## src/rtl/regfile_pkg.sv

```systemverilog
// Shared helpers for the register file: width derivation and byte-enable merging.
package regfile_pkg;

    function automatic int unsigned clog2(input int unsigned n);
        int unsigned r;
        r = 0;
        for (int i = 0; i < 32; i++) begin
            if ((64'd1 << i) < 64'(n)) r = i + 1;
        end
        return r;
    endfunction

    function automatic int unsigned calc_aw(input int unsigned depth);
        return clog2(depth);
    endfunction

    function automatic int unsigned calc_bw(input int unsigned width);
        int unsigned b;
        b = clog2(width / 8);
        return (b < 1) ? 1 : b;
    endfunction

    // Value a register holds after a write: new bytes where be is set, old bytes elsewhere.
    function automatic logic [63:0] byte_merge(input logic [63:0] old_v,
                                               input logic [63:0] new_v,
                                               input logic [7:0]  be);
        logic [63:0] r;
        r = old_v;
        for (int k = 0; k < 8; k++) begin
            if (be[k]) r[k*8 +: 8] = new_v[k*8 +: 8];
        end
        return r;
    endfunction

endpackage

```

## src/rtl/byte_scan.sv

```systemverilog
// Byte index selection for the LED display: manual select or timed auto-scan.
module byte_scan
    import regfile_pkg::*;
#(
    parameter int unsigned NB       = 4,
    parameter int unsigned BW       = 2,
    parameter int unsigned SCAN_DIV = 4,
    localparam int unsigned CW = (clog2(SCAN_DIV) < 1) ? 1 : clog2(SCAN_DIV)
) (
    input  logic          CLK,
    input  logic          Reset,
    input  logic          Scan_En,
    input  logic [BW-1:0] Byte_Sel,
    output logic [BW-1:0] Byte_Idx,
    output logic [BW-1:0] Byte_Idx_next
);

    localparam logic [CW-1:0] TERM = CW'(SCAN_DIV - 1);
    localparam logic [BW-1:0] LAST = BW'(NB - 1);

    logic [CW-1:0] r_cnt;
    logic [CW-1:0] w_cnt_next;
    logic [BW-1:0] r_idx;
    logic [BW-1:0] w_idx_next;
    logic [BW-1:0] w_sel;

    assign w_sel = BW'(32'(Byte_Sel) % NB);

    always_comb begin
        w_cnt_next = '0;
        w_idx_next = w_sel;
        if (Scan_En) begin
            if (r_cnt == TERM) begin
                w_cnt_next = '0;
                w_idx_next = (r_idx == LAST) ? '0 : r_idx + 1'b1;
            end else begin
                w_cnt_next = r_cnt + 1'b1;
                w_idx_next = r_idx;
            end
        end
    end

    always_ff @(posedge CLK or posedge Reset) begin
        if (Reset) begin
            r_cnt <= '0;
            r_idx <= '0;
        end else begin
            r_cnt <= w_cnt_next;
            r_idx <= w_idx_next;
        end
    end

    assign Byte_Idx      = r_idx;
    assign Byte_Idx_next = w_idx_next;

endmodule

```

## src/rtl/regfile_scan.sv

```systemverilog
// Register file with byte-enabled writes, write-to-read bypass and a registered LED byte display.
module regfile_scan
    import regfile_pkg::*;
#(
    parameter int unsigned WIDTH    = 32,
    parameter int unsigned DEPTH    = 32,
    parameter int unsigned ZERO_R0  = 1,
    parameter int unsigned SCAN_DIV = 50_000_000,
    localparam int unsigned AW = calc_aw(DEPTH),
    localparam int unsigned BW = calc_bw(WIDTH),
    localparam int unsigned NB = WIDTH / 8
) (
    input  logic             CLK,
    input  logic             Reset,
    input  logic [AW-1:0]    W_Addr,
    input  logic [WIDTH-1:0] W_Data,
    input  logic [NB-1:0]    W_BE,
    input  logic             Write_Reg,
    input  logic [AW-1:0]    R_Addr_A,
    input  logic [AW-1:0]    R_Addr_B,
    output logic [WIDTH-1:0] R_Data_A,
    output logic [WIDTH-1:0] R_Data_B,
    input  logic             A_B,
    input  logic             Scan_En,
    input  logic [BW-1:0]    Byte_Sel,
    output logic [BW-1:0]    Byte_Idx,
    output logic [7:0]       LED
);

    logic [WIDTH-1:0] r_mem [DEPTH];
    logic [7:0]       r_led;

    logic             w_wr_en;
    logic [63:0]      w_merged_full;
    logic [WIDTH-1:0] w_merged;
    logic             w_unused_merge;
    logic [WIDTH-1:0] w_rd_a;
    logic [WIDTH-1:0] w_rd_b;
    logic [WIDTH-1:0] w_disp;
    logic [7:0]       w_led_next;
    logic [BW-1:0]    w_idx_next;

    // A write to R0 is dropped entirely when R0 is hardwired, including its bypass.
    assign w_wr_en = Write_Reg && (|W_BE) && !((ZERO_R0 != 0) && (W_Addr == '0));

    assign w_merged_full  = byte_merge(64'(r_mem[W_Addr]), 64'(W_Data), 8'(W_BE));
    assign w_merged       = w_merged_full[WIDTH-1:0];
    assign w_unused_merge = ^w_merged_full;

    always_comb begin
        w_rd_a = r_mem[R_Addr_A];
        if ((ZERO_R0 != 0) && (R_Addr_A == '0)) w_rd_a = '0;
        if (w_wr_en && (R_Addr_A == W_Addr)) w_rd_a = w_merged;
        w_rd_b = r_mem[R_Addr_B];
        if ((ZERO_R0 != 0) && (R_Addr_B == '0)) w_rd_b = '0;
        if (w_wr_en && (R_Addr_B == W_Addr)) w_rd_b = w_merged;
    end

    assign R_Data_A = w_rd_a;
    assign R_Data_B = w_rd_b;

    always_ff @(posedge CLK or posedge Reset) begin
        if (Reset) begin
            for (int i = 0; i < DEPTH; i++) r_mem[i] <= '0;
        end else if (w_wr_en) begin
            r_mem[W_Addr] <= w_merged;
        end
    end

    byte_scan #(
        .NB       (NB),
        .BW       (BW),
        .SCAN_DIV (SCAN_DIV)
    ) u_byte_scan (
        .CLK           (CLK),
        .Reset         (Reset),
        .Scan_En       (Scan_En),
        .Byte_Sel      (Byte_Sel),
        .Byte_Idx      (Byte_Idx),
        .Byte_Idx_next (w_idx_next)
    );

    // Uses the post-edge byte index so LED and Byte_Idx always agree.
    always_comb begin
        w_disp     = A_B ? w_rd_b : w_rd_a;
        w_led_next = '0;
        for (int k = 0; k < NB; k++) begin
            if (w_idx_next == BW'(k)) w_led_next = w_disp[k*8 +: 8];
        end
    end

    always_ff @(posedge CLK or posedge Reset) begin
        if (Reset) r_led <= '0;
        else       r_led <= w_led_next;
    end

    assign LED = r_led;

endmodule

```

## config.mk

```make
export PLATFORM = sky130hd
export DESIGN_NAME = regfile_scan
export DESIGN_NICKNAME = d
export VERILOG_FILES = /design/src/rtl/regfile_pkg.sv /design/src/rtl/byte_scan.sv /design/src/rtl/regfile_scan.sv
export SDC_FILE = /design/constraint.sdc
export NUM_CORES = 2
export LEC_CHECK = 0
export ABC_AREA = 0
export CAP_MARGIN = 20
export CORE_UTILIZATION = 45
export DETAILED_ROUTE_END_ITERATION = 8
export GPL_ROUTABILITY_DRIVEN = 1
export HOLD_SLACK_MARGIN = 0.15
export SLEW_MARGIN = 25
export SYNTH_ARGS = -nofsm -noshare
export SYNTH_HDL_FRONTEND = slang
export SYNTH_SLANG_ARGS = --single-unit
export TNS_END_PERCENT = 50
```

## constraint.sdc

```tcl
create_clock -name CLK -period 65.8 [get_ports CLK]
set_input_delay 9.87 -clock CLK [delete_from_list [all_inputs] [get_ports CLK]]
set_output_delay 9.87 -clock CLK [all_outputs]
set_load 0.03 [all_outputs]
```

==> results.cfg <==
[outcome]
status = completed

[clock_tree]
root_buffer = clkbuf_16
clk-insertion-delay-late_ns = 0.80
cts_max_path_buffers = 3
path_clk_slew_ns = 0.06
cts_setup_buffers = 0
cts_buffers = 119
post_cts_resized = 0
cts_hold_buf = 0
clkSinkCount = 1060
cts_tree = done
ctsHtreeMaxLevel = 3

[timing]
slew_violations = 0
timing.final.crit_share_pct = 39.5
fmax_ghz = 0.0384
setup_tns_ns = 0
slew_headroom_pct = 14.9
tightest_slew_ns = 1.27
setup_viol = 0
min_period_ns = 26.01
grt_setup_unrepaired = no
hold_viol = 0
final.setup_skew_ns = 0.0478

[routing]
num_vias = 54500
drc = 0
drt-total-wl_um = 285000
via_per_inst = 7.28
wl_per_cell_um = 38.1
drtAntennaViolNets = 0
first_pass_iters = 5
drt_iter0_drc = 7874

[synthesis]
synth_flop_cell = dfrtp_1
synth_seq_cells = 1060
synthCells = 5641
synthSimpleGateAreaFrac_pct = 6.89
netlist.area_leader.share_pct = 41.0
async_flop_share_pct = 100
synth.distinct_cells = 90
yosysTopAreaCell = dfrtp_1
yosysSeqAreaShare_pct = 41.0
synth_fa_ha_area_share_pct = 0.0386
syn_avg_cell_area_um2 = 11.5
synth_area_leaders = dfrtp_1, mux4_2, mux2i_1
ys_warn_count = 0
synth_top_family_by_area = multiplexers
synth-compound-area-share_pct = 13.0
synth_xor_xnor_area_share_pct = 0.433
synth_mux_area_share_pct = 34.1
synth.net_count = 5701
synth_area_um2 = 64800
synth_edf_count = 0

[global_route]
grt_max_degree = 118
grt_util_met1_pct = 49.7
overflow = 0
use_met2_pct = 53.7
antenna_found_initial = 37
first_global_vias = 51400
grtUsageTotal_pct = 38.7
grt_pass1_wl_um = 399000
busiest_layer = met2
grt_use_met3_pct = 15.3

[hold_path]
holdPathEnd = r_mem[1007]
hp-start = r_mem[1007]
min_path_type = register to register
whs_path_depth = 0

[power]
p_leak_nw = 31.0
power_mw = 2.16
peakVddDrop_mv = 0.0234
p_per_area_nw_per_um2 = 30.0

[floorplanning]
die_w_um = 381
core_um2 = 142000
die_h_um = 381
start_util_pct = 45.6
die_area_um2 = 145000
core.rowCount = 138
io_pins = 132

[placed_design]
io_buffers = 131
hpwl_um = 171000
dp.cells = 7238
place_congestion = 0.965

[final_layout]
areaGrowthSynthToFinish_pct = 11.1
multi_input_area_um2 = 35800
nNetsFinal = 5529
regArea_um2 = 26500
nFillCells = 12600
final_cells = 7491
final_layout_size_suffix_gt1_share_pct = 26.5

[critical_path]
worstPathRequired_ns = 55.93
r2r_slack_ns = 61.28
worstPathArrival_ns = 16.14
worstSetupPathType = primary input to output port
crit_path_end_kind = output port
rr_startpoint = u_byte_scan.r_cnt[18]
worstPathMaxFanout = 53
worstSetupStartpointType = primary input
r2r-end = LED[6]
r2r_cells = 11

[run]
cap_violations = 0
## registers in the layout, summed over array words and instances (netlist names)
signal,flops
r_mem,1024
u_byte_scan.r_cnt,26
LED,8
u_byte_scan.Byte_Idx,2
## through the flow
stage	hold WS (ns)	util (%)	setup WS [ns]	instance area, um2
final	0.424	50.6	39.79	71900
after detailed placement	0.408	47.6	39.73	67600
after floorplan	0.458	-	26.09	64800
after CTS	0.421	50.5	39.71	71800
after global routing	0.439	50.6	39.70	71900
after global placement	0.398	47.5	39.82	67500
## kinds of logic (layout without fill, tap and decap cells)
family          Yosys count  after routing
compound gates         1339           1339
xor+xnor                 32             32
fa+ha+maj                 2              2
buf+inv                 652            579
flops                  1060           1060
mux                    1536           1536
other cells               0             33
simple gates           1020           1020
## synthesized netlist by cell type, types with 23 or more instances
cell and number:
nand2_1 675, o22ai_1 124, buf_1 31, mux4_2 488, o21ai_0 620, mux2i_1 564
mux2_2 484, a221oi_1 105, a22oi_1 145, nor2_1 112, and3_1 23, buf_2 118
a21oi_1 126, clkbuf_1 393, dfrtp_1 1060, inv_1 27, buf_4 54, nand3_1 50
o221ai_1 35
## placed cells by master, fill, tap and decap left out, types with 18 or more instances in the layout
cell,n
clkbuf_1,38
o21ai_0,614
diode_2,33
a22o_1,22
o22ai_1,123
dfrtp_1,1060
a221oi_1,105
nand2_4,26
clkdlybuf4s50_1,118
a22oi_1,145
buf_4,188
a211oi_1,21
nor2_1,109
a21oi_1,125
and3_1,23
clkbuf_16,121
nand3_1,50
inv_1,24
mux2i_1,564
o221ai_1,35
clkbuf_8,26
mux2_2,484
nor4_1,22
nand2_1,643
mux4_2,488
xnor2_1,18
## report_power, final
group          total [mW]  internal [mW]  switching (mW)
registers           0.896          0.773           0.124
clock network       0.730          0.432           0.298
logic               0.535          0.253           0.282
## area by class of cell
type | instances | share of cell area [%]
antenna | 33 | 0.115
clock buffer | 184 | 4.89
clock inverter | 36 | 0.946
inverter | 32 | 0.181
multi-input combinational | 3929 | 49.8
sequential | 1060 | 36.9
tap | 1890 | 3.29
timing repair buffer | 327 | 3.92
## worst max-delay path by stage
| stage | from | endpoint | slack [ns] |
|---|---|---|---|
| 4_1_cts | W_Addr[0] | R_Data_B[6] | 39.71 |
| 3_5_place_dp | W_Addr[0] | R_Data_B[6] | 39.73 |
| 6_report | W_Addr[0] | R_Data_B[21] | 39.79 |
| 2_1_floorplan | Reset | LED[0] | 26.09 |
| 3_3_place_gp | W_Addr[0] | R_Data_B[6] | 39.82 |
| 5_1_grt | W_Addr[0] | R_Data_B[21] | 39.70 |
## critical path, cell delays in order
cell and delay, ns:
buf_8 0.41, buf_4 0.88, buf_4 0.90, buf_4 0.69, mux4_2 0.58, a211oi_1 0.28
a41o_1 0.87, o21ai_1 0.69, clkdlybuf4s50_1 0.78
## routing by layer
layer | up-vias | wire (um)
met5 | - | 240
met4 | 32 | 22000
met3 | 1255 | 40700
met2 | 4531 | 118000
met1 | 27500 | 104000
li1 | 21100 | -
(Power assumes the default switching activity.)
